`config.mk`:
```
export PLATFORM = sky130hd
export DESIGN_NAME = sixstep_commutation_pwm
export DESIGN_NICKNAME = d
export VERILOG_FILES = /design/src/rtl/sixstep_commutation_pwm.sv
export SDC_FILE = /design/constraint.sdc
export NUM_CORES = 1
export LEC_CHECK = 0
export CELL_PAD_IN_SITES_DETAIL_PLACEMENT = 0
export CELL_PAD_IN_SITES_GLOBAL_PLACEMENT = 2
export CORE_MARGIN = 2
export CORE_UTILIZATION = 35
export DETAILED_ROUTE_END_ITERATION = 10
export HOLD_SLACK_MARGIN = 0.02
export PLACE_DENSITY_LB_ADDON = 0.1
export SLEW_MARGIN = 25
export SYNTH_ARGS = -nofsm -noshare
export SYNTH_HDL_FRONTEND = slang
export SYNTH_SLANG_ARGS = --single-unit
```
`constraint.sdc`:
```
create_clock -name clk -period 5.5 [get_ports clk]
set_input_delay 0.825 -clock clk [delete_from_list [all_inputs] [get_ports clk]]
set_output_delay 0.825 -clock clk [all_outputs]
set_load 0.005 [all_outputs]
```
`src/rtl/sixstep_commutation_pwm.sv`:
```
// Six-step (trapezoidal) commutation with edge-aligned PWM on the high-side phase.
// Produces the 3-bit phase switch word and per-phase enables from the rotor angle.
// The commutation sector, duty and direction are latched at the PWM period boundary.
// Optional feature macro: DEADTIME_EN. When it is defined, all phases are blanked
// for min(DEAD_CYCLES, PWM_PERIOD) cycles after the sector or direction changes.
module sixstep_commutation_pwm #(
    parameter int unsigned PWM_PERIOD  = 1000,
    parameter int unsigned DEAD_CYCLES = 4
) (
    input  logic        clk,
    input  logic        rst,
    input  logic        enable,
    input  logic        direction,
    input  logic [15:0] position,
    input  logic [15:0] duty,
    input  logic        fault,
    input  logic        fault_clr,
    output logic [2:0]  V_phase,
    output logic [2:0]  phase_en,
    output logic [2:0]  sector,
    output logic        period_start,
    output logic        fault_latched
);

    localparam int unsigned CW       = 16;
    localparam logic [CW-1:0] CNT_MAX  = CW'(PWM_PERIOD - 1);
    localparam logic [CW-1:0] DUTY_MAX = CW'(PWM_PERIOD);

    logic [CW-1:0] cnt;
    logic [CW-1:0] duty_sh;
    logic          dir_sh;
    logic          running;

    logic          wrap_c;
    logic [CW-1:0] cnt_nxt_c;
    logic [2:0]    raw_sector_c;
    logic [2:0]    sector_nxt_c;
    logic [CW-1:0] duty_nxt_c;
    logic          dir_nxt_c;
    logic          running_nxt_c;
    logic          fault_nxt_c;
    logic          blank_act_c;
    logic [2:0]    hi_c;
    logic [2:0]    lo_c;
    logic [2:0]    v_nxt_c;
    logic [2:0]    en_nxt_c;

`ifdef DEADTIME_EN
    localparam logic [CW-1:0] DEAD_LIM =
        CW'((DEAD_CYCLES < PWM_PERIOD) ? DEAD_CYCLES : PWM_PERIOD);

    logic blank;
    logic blank_nxt_c;

    // Blanking is armed for the whole period that follows a sector/direction change
    always_comb begin
        blank_nxt_c = blank;
        if (wrap_c) begin
            blank_nxt_c = (raw_sector_c != sector) || (direction != dir_sh);
        end
        blank_act_c = blank_nxt_c && (cnt_nxt_c < DEAD_LIM);
    end

    // Blanking flag register
    always_ff @(posedge clk or posedge rst) begin
        if (rst) begin
            blank <= 1'b0;
        end else begin
            blank <= blank_nxt_c;
        end
    end
`else
    logic unused_dead_c;

    // Commutation is instantaneous; the dead-time length has no effect
    always_comb begin
        blank_act_c   = 1'b0;
        unused_dead_c = |32'(DEAD_CYCLES);
    end
`endif

    // Counter, sector decode, shadow loads and fault/run next state
    always_comb begin
        wrap_c       = (cnt == CNT_MAX);
        cnt_nxt_c    = wrap_c ? '0 : cnt + CW'(1);
        raw_sector_c = 3'((19'(position) * 19'd6) >> 16);
        fault_nxt_c  = fault | (fault_latched & ~fault_clr);

        sector_nxt_c  = sector;
        duty_nxt_c    = duty_sh;
        dir_nxt_c     = dir_sh;
        running_nxt_c = running & enable & ~fault;

        if (wrap_c) begin
            sector_nxt_c  = raw_sector_c;
            duty_nxt_c    = (duty > DUTY_MAX) ? DUTY_MAX : duty;
            dir_nxt_c     = direction;
            running_nxt_c = enable & ~fault & ~fault_latched;
        end
    end

    // Commutation table and PWM window for the upcoming cycle
    always_comb begin
        hi_c     = 3'b000;
        lo_c     = 3'b000;
        v_nxt_c  = 3'b000;
        en_nxt_c = 3'b000;

        case (sector_nxt_c)
            3'd0:    begin hi_c = 3'b001; lo_c = 3'b010; end
            3'd1:    begin hi_c = 3'b001; lo_c = 3'b100; end
            3'd2:    begin hi_c = 3'b010; lo_c = 3'b100; end
            3'd3:    begin hi_c = 3'b010; lo_c = 3'b001; end
            3'd4:    begin hi_c = 3'b100; lo_c = 3'b001; end
            3'd5:    begin hi_c = 3'b100; lo_c = 3'b010; end
            default: begin hi_c = 3'b000; lo_c = 3'b000; end
        endcase

        if (dir_nxt_c) begin
            {hi_c, lo_c} = {lo_c, hi_c};
        end

        if (running_nxt_c && !blank_act_c) begin
            en_nxt_c = hi_c | lo_c;
            if (cnt_nxt_c < duty_nxt_c) begin
                v_nxt_c = hi_c;
            end
        end
    end

    // State and output registers
    always_ff @(posedge clk or posedge rst) begin
        if (rst) begin
            cnt           <= '0;
            duty_sh       <= '0;
            dir_sh        <= 1'b0;
            running       <= 1'b0;
            sector        <= 3'd0;
            fault_latched <= 1'b0;
            period_start  <= 1'b0;
            V_phase       <= 3'b000;
            phase_en      <= 3'b000;
        end else begin
            cnt           <= cnt_nxt_c;
            duty_sh       <= duty_nxt_c;
            dir_sh        <= dir_nxt_c;
            running       <= running_nxt_c;
            sector        <= sector_nxt_c;
            fault_latched <= fault_nxt_c;
            period_start  <= wrap_c;
            V_phase       <= v_nxt_c;
            phase_en      <= en_nxt_c;
        end
    end

endmodule

```
; ---- Word-level counts from Yosys, hierarchy flattened
; Cells that the tools add are included.
[op_classes]
n_addsub = 1
mul = 1
n_lt_le_gt_ge = 2
eq_ne = 6
muxes = 13
n_bitwise = 10
n_reduce_logical = 7
[ops]
columns = cell, count
row1 = $mux 16, 3
row2 = $mul 16x2->18 const B, 1
row3 = $mux 3, 6
row4 = $pmux 3 s3, 2
row5 = $add 16x1->16 const B, 1
row6 = $eq 16x10->1 const B, 1
row7 = $gt 16x10->1 const B, 1
row8 = $lt 16x16->1, 1
row9 = $reduce_or 2->1, 6
row10 = $eq 3x2->1 const B, 2
row11 = $eq 3x3->1 const B, 2
row12 = $and 1x1->1, 5
row13 = $eq 3x1->1 const B, 1
row14 = $logic_not 3->1, 1
row15 = $not 1->1, 3
row16 = $or 3x3->3, 1
row17 = $mux 1, 2
row18 = $or 1x1->1, 1
[totals]
ff_bits = 45
input_bits = 38
output_inout_bits = 11
wordCells = 49

; ---- Longest topological paths before layout
[depth]
depth_word = 8
ltp_mapped = 15

; ---- Worst setup path after synthesis
; OpenSTA, ideal clock, no wires.
[synth_timing]
path_kind = input to register
start = input duty[4]
end = register V_phase[0]
setup_ns = 0.126
arrival_time_ns = 2.751
t_required_ns = 5.374
path_slack_ns = 2.624
cell_stages = 12
n_path_buf = 0
path_cell_list = or4_1 a21oi_1 nand2_1 o22ai_1 ha_1 nand4_1 nor4_1 nand4_1 a31oi_1 nand2_1 nand2_1 a21oi_1
[synth_via]
elab_chain_len = 6
[synth_lines]
columns = item, line
row1 = "start, declared", 15  ; input logic [15:0] duty,
row2 = $gt 16x10->1, 96  ; duty_nxt_c = (duty > DUTY_MAX) ? DUTY_MAX : duty;
row3 = $mux 16 (*), 96
row4 = $mux 16 (*), 94  ; if (wrap_c) begin
row5 = $lt 16x16->1 (*), 125  ; if (cnt_nxt_c < duty_nxt_c) begin
row6 = $mux 3 (*), 125
row7 = $mux 3 (*), 123  ; if (running_nxt_c && !blank_act_c) begin
row8 = named net v_nxt_c[0], 45  ; logic [2:0] v_nxt_c;
row9 = "end signal, assigned", 151  ; V_phase <= v_nxt_c;
row10 = "end, declared", 18  ; output logic [2:0] V_phase,
; Mark *: on every way through the listed nets, which the timed path passes. The rest lies on a longest branch.

; ---- Worst setup path after layout
[layout_timing]
start = register cnt[0]
end = register V_phase[0]
[layout_via]
word_cells_on_any_way = 25
cone_classes = add/sub (1) / order compare (1) / eq/ne (6) / mux (10) / reduce/logical (7)
[layout_lines]
columns = item, line
row1 = "start, declared", 29  ; logic [CW-1:0] cnt;
row2 = "start signal, assigned", 144  ; cnt <= cnt_nxt_c;
row3 = $eq 16x10->1, 84  ; wrap_c = (cnt == CNT_MAX);
row4 = $mux 16, 94
row5 = named net duty_nxt_c[7], 38  ; logic [CW-1:0] duty_nxt_c;
row6 = $lt 16x16->1, 125
row7 = $mux 3, 125
row8 = $mux 3, 123
row9 = named net v_nxt_c[0], 45
; The timed path passes the listed nets, and every way through them passes these cells.

==> impl_metrics.tcl <==
set metrics [dict create \
    cap_viol_max_count 0 \
    drtAntennaViolNets 0 \
    layout.nets 397 \
    report.final.setup_viol 0 \
    syn_to_final_growth_pct 25.66 \
    port-buffer-count 48 \
    post-route-drc-count 0 \
    htree_levels 2 \
    worst_r2r_src "cnt[0]" \
    synth.ff_latch_count 45 \
    clock_net_sink_count 45 \
    hold_buffers 0 \
    clk_transition_reported_paths_ns 0.08 \
    cts.repair_timing.setup_buffer_count 0 \
    slew_viol_final 0 \
    fin_worst_skew_ns 0.006839 \
    setup.worst_path.end_class "register" \
    post_drt_via_cell_ratio 4.843 \
    worst_path_maximum_fanout 17 \
    synth_warnings 0 \
    clock_insertion_delay_worst_skew_ns 0.29 \
    hp-class "register to register" \
    max-clock-path-buffers 2 \
    numCtsBuffers 5 \
    hold_slack_ns 0.4669 \
    r2r_slack_ns 2.12 \
    synth-main-ff-cell "sky130_fd_sc_hd__dfrtp_1" \
    cell_chosen_for_the_clock_root "sky130_fd_sc_hd__clkbuf_8" \
    timing.hold.worst_endpoint "duty_sh[15]" \
    track_usage_pct 14.55 \
    dp.final_hpwl_um 4573 \
    crit_arrival_ns 3.56 \
    floorplan.die.width_um 91.53 \
    most-common-layout-cells "48 x sky130_fd_sc_hd__clkdlybuf4s50_1, 45 x sky130_fd_sc_hd__dfrtp_1, 32 x sky130_fd_sc_hd__ha_1" \
    timing.critical_path.required_ns 5.68 \
    max-vdd-ir-drop_v 0.00007905 \
    status "completed" \
    synth_enable_flop_cells 0 \
    gp_congestion 0.7670 \
    r2r-end "V_phase[0]" \
    dp_slack_ns 1.827 \
    io_pins 49 \
    firstDrtPassIters 4 \
    synth_area_per_cell_sq_um 9.786 \
    grt_first_pass_wirelength_um 9715 \
    syn_inst 274 \
    timing.final.crit_period_ns 3.384 \
    dieArea_sq_mm 0.008377 \
    power_density_mw_per_mm2 180.8 \
    achievable-frequency_mhz 295.5 \
    num-fill-cells 733 \
    critPathLaunchType "register" \
    gr-total-overflow 0 \
    wl_per_cell_um 13.36 \
    syn_nets 344 \
    die_h_um 91.53 \
    timing.max_slew.rel_slack_pct 62.05 \
    clock_tree_from_tritoncts "built" \
    p_leak_nw 1.591 \
    floorplan.core_area_sq_mm 0.007331 \
    share_of_post_route_cells_with_drive_strength_above_1_pct 5.810 \
    fin_tns_setup_ns 0 \
    via_count 2063 \
    synth.distinct_cells 46 \
    antennaDiodeCount 0 \
    grt_start_max_net_pins 46 \
    postSynth.asyncResetShare_pct 100.0 \
    worst_pin_slew_ns 0.5672 \
    grt_pass1_vias 2089 \
    grt_antenna_before_repair 0 \
    first_iter_violations 84 \
    layout.cells.most_common "sky130_fd_sc_hd__clkdlybuf4s50_1" \
    grt_setup_unrepaired "no" \
    std_cell_rows 31 \
    worstRegToRegCells 14 \
    criticalPathCategory "register to register" \
    finalWorstSetupSlack_ns 2.116 \
    postRouteWirelength_um 5690 \
    synth.cell_area_sq_mm 0.002681 \
    hold_start "duty_sh[15]" \
    seq_area_frac_synth_pct 42.00 \
    post_cts_resized 0 \
    min_path_cells 2 \
    timing_hold_violations_final 0 \
    tcrit_tclk_final_pct 61.53 \
    initial_core_util_pct 36.58 \
]
## report_power, final
group	switching (mW)	internal, mW	leakage (nW)	total, mW
Clock	0.107	0.0993	0.0433	0.206
Sequential	0.000421	0.331	0.583	0.332
Combinational	0.0307	0.0402	0.964	0.0709
## per-layer routing
layer	track usage (%)	share of wire [%]	up-vias
li1	-	-	1071
met1	18.56	47	957
met2	24.94	49	31
met3	3.071	2.6	4
met4	3.788	0.93	0
met5	0	0	-
## state kept, by name, indices dropped and copies added (netlist names), 3 cells and up
signal and count:
V_phase 3, phase_en 3, sector 3, duty_sh 16
cnt 16
## how the worst max path moves through the flow
stage	startpoint	end	slack (ns)	depth (start not counted)
after global routing	cnt[0]	V_phase[2]	1.82	14
final	cnt[0]	V_phase[0]	2.12	14
after floorplan	duty[4]	V_phase[0]	2.62	12
after CTS	cnt[0]	V_phase[0]	2.09	14
after detailed placement	duty[3]	V_phase[2]	1.83	14
after global placement	duty[3]	V_phase[0]	1.82	14
## critical path, stage by stage (launching register included)
cell and delay (ns):
sky130_fd_sc_hd__dfrtp_1 0.43, sky130_fd_sc_hd__ha_1 0.25, sky130_fd_sc_hd__and4bb_2 0.29, sky130_fd_sc_hd__nand4b_2 0.47
sky130_fd_sc_hd__inv_2 0.33, sky130_fd_sc_hd__o22a_1 0.19, sky130_fd_sc_hd__inv_1 0.05, sky130_fd_sc_hd__ha_1 0.28
sky130_fd_sc_hd__nand2_1 0.07, sky130_fd_sc_hd__nor4_1 0.37, sky130_fd_sc_hd__nand4_1 0.14, sky130_fd_sc_hd__a31oi_1 0.15
sky130_fd_sc_hd__nand2_1 0.08, sky130_fd_sc_hd__nand2_1 0.12, sky130_fd_sc_hd__a21oi_1 0.06
## cell families after synthesis
group / Yosys count / share of synthesized area (%)
AO/OA/AOI/OAI: 51 / 13.44
XOR/XNOR: 17 / 5.553
AND/OR/NAND/NOR: 100 / 19.69
flip-flops: 45 / 42.00
multiplexers: 1 / 0.3733
adder cells (fa/ha/maj): 32 / 14.93
buffers and inverters: 28 / 4.013
## stage by stage
step | power [mW] | cells | cell area (sq um) | util [%]
6_report | 0.6092 | 426 | 3369 | 45.96
5_1_grt | 0.6441 | 426 | 3369 | 45.96
4_1_cts | 0.6227 | 426 | 3369 | 45.96
3_5_place_dp | 0.4111 | 419 | 3279 | 44.73
3_3_place_gp | 0.4108 | 419 | 3279 | 44.73
2_1_floorplan | 0.3718 | 274 | 2681 | -
## layout make-up
cell class,instances,area (sq um),share of cell area (%)
Sequential cell,45,1126,33.42
Clock buffer,6,82.58,2.451
Timing Repair Buffer,49,488.0,14.48
Clock inverter,1,7.507,0.2228
Inverter,25,93.84,2.785
Multi-Input combinational cell,201,1448,42.96
Tap cell,99,123.9,3.676
## synth_stat cells, drive strengths merged, types with 2 or more instances
library cell	instances	area share (%)
a221oi	2	0.89
nand4	10	2.3
a21o	7	2.0
nand2	26	3.6
inv	25	3.5
dfrtp	45	42
o22a	3	0.98
and2	5	1.2
o21ai	9	1.7
a22oi	2	0.56
or3	2	0.65
nor2	23	3.2
ha	32	15
a31oi	3	1.8
nor3b	3	1.0
buf	2	0.37
and4bb	2	0.93
o21a	2	0.56
o22ai	2	0.47
nand3	14	2.6
nor4	3	0.93
a21oi	17	3.3
xnor2	11	3.6
xor2	6	2.0
and3	3	0.70
nor3	3	0.56
(Power assumes the default switching activity.)
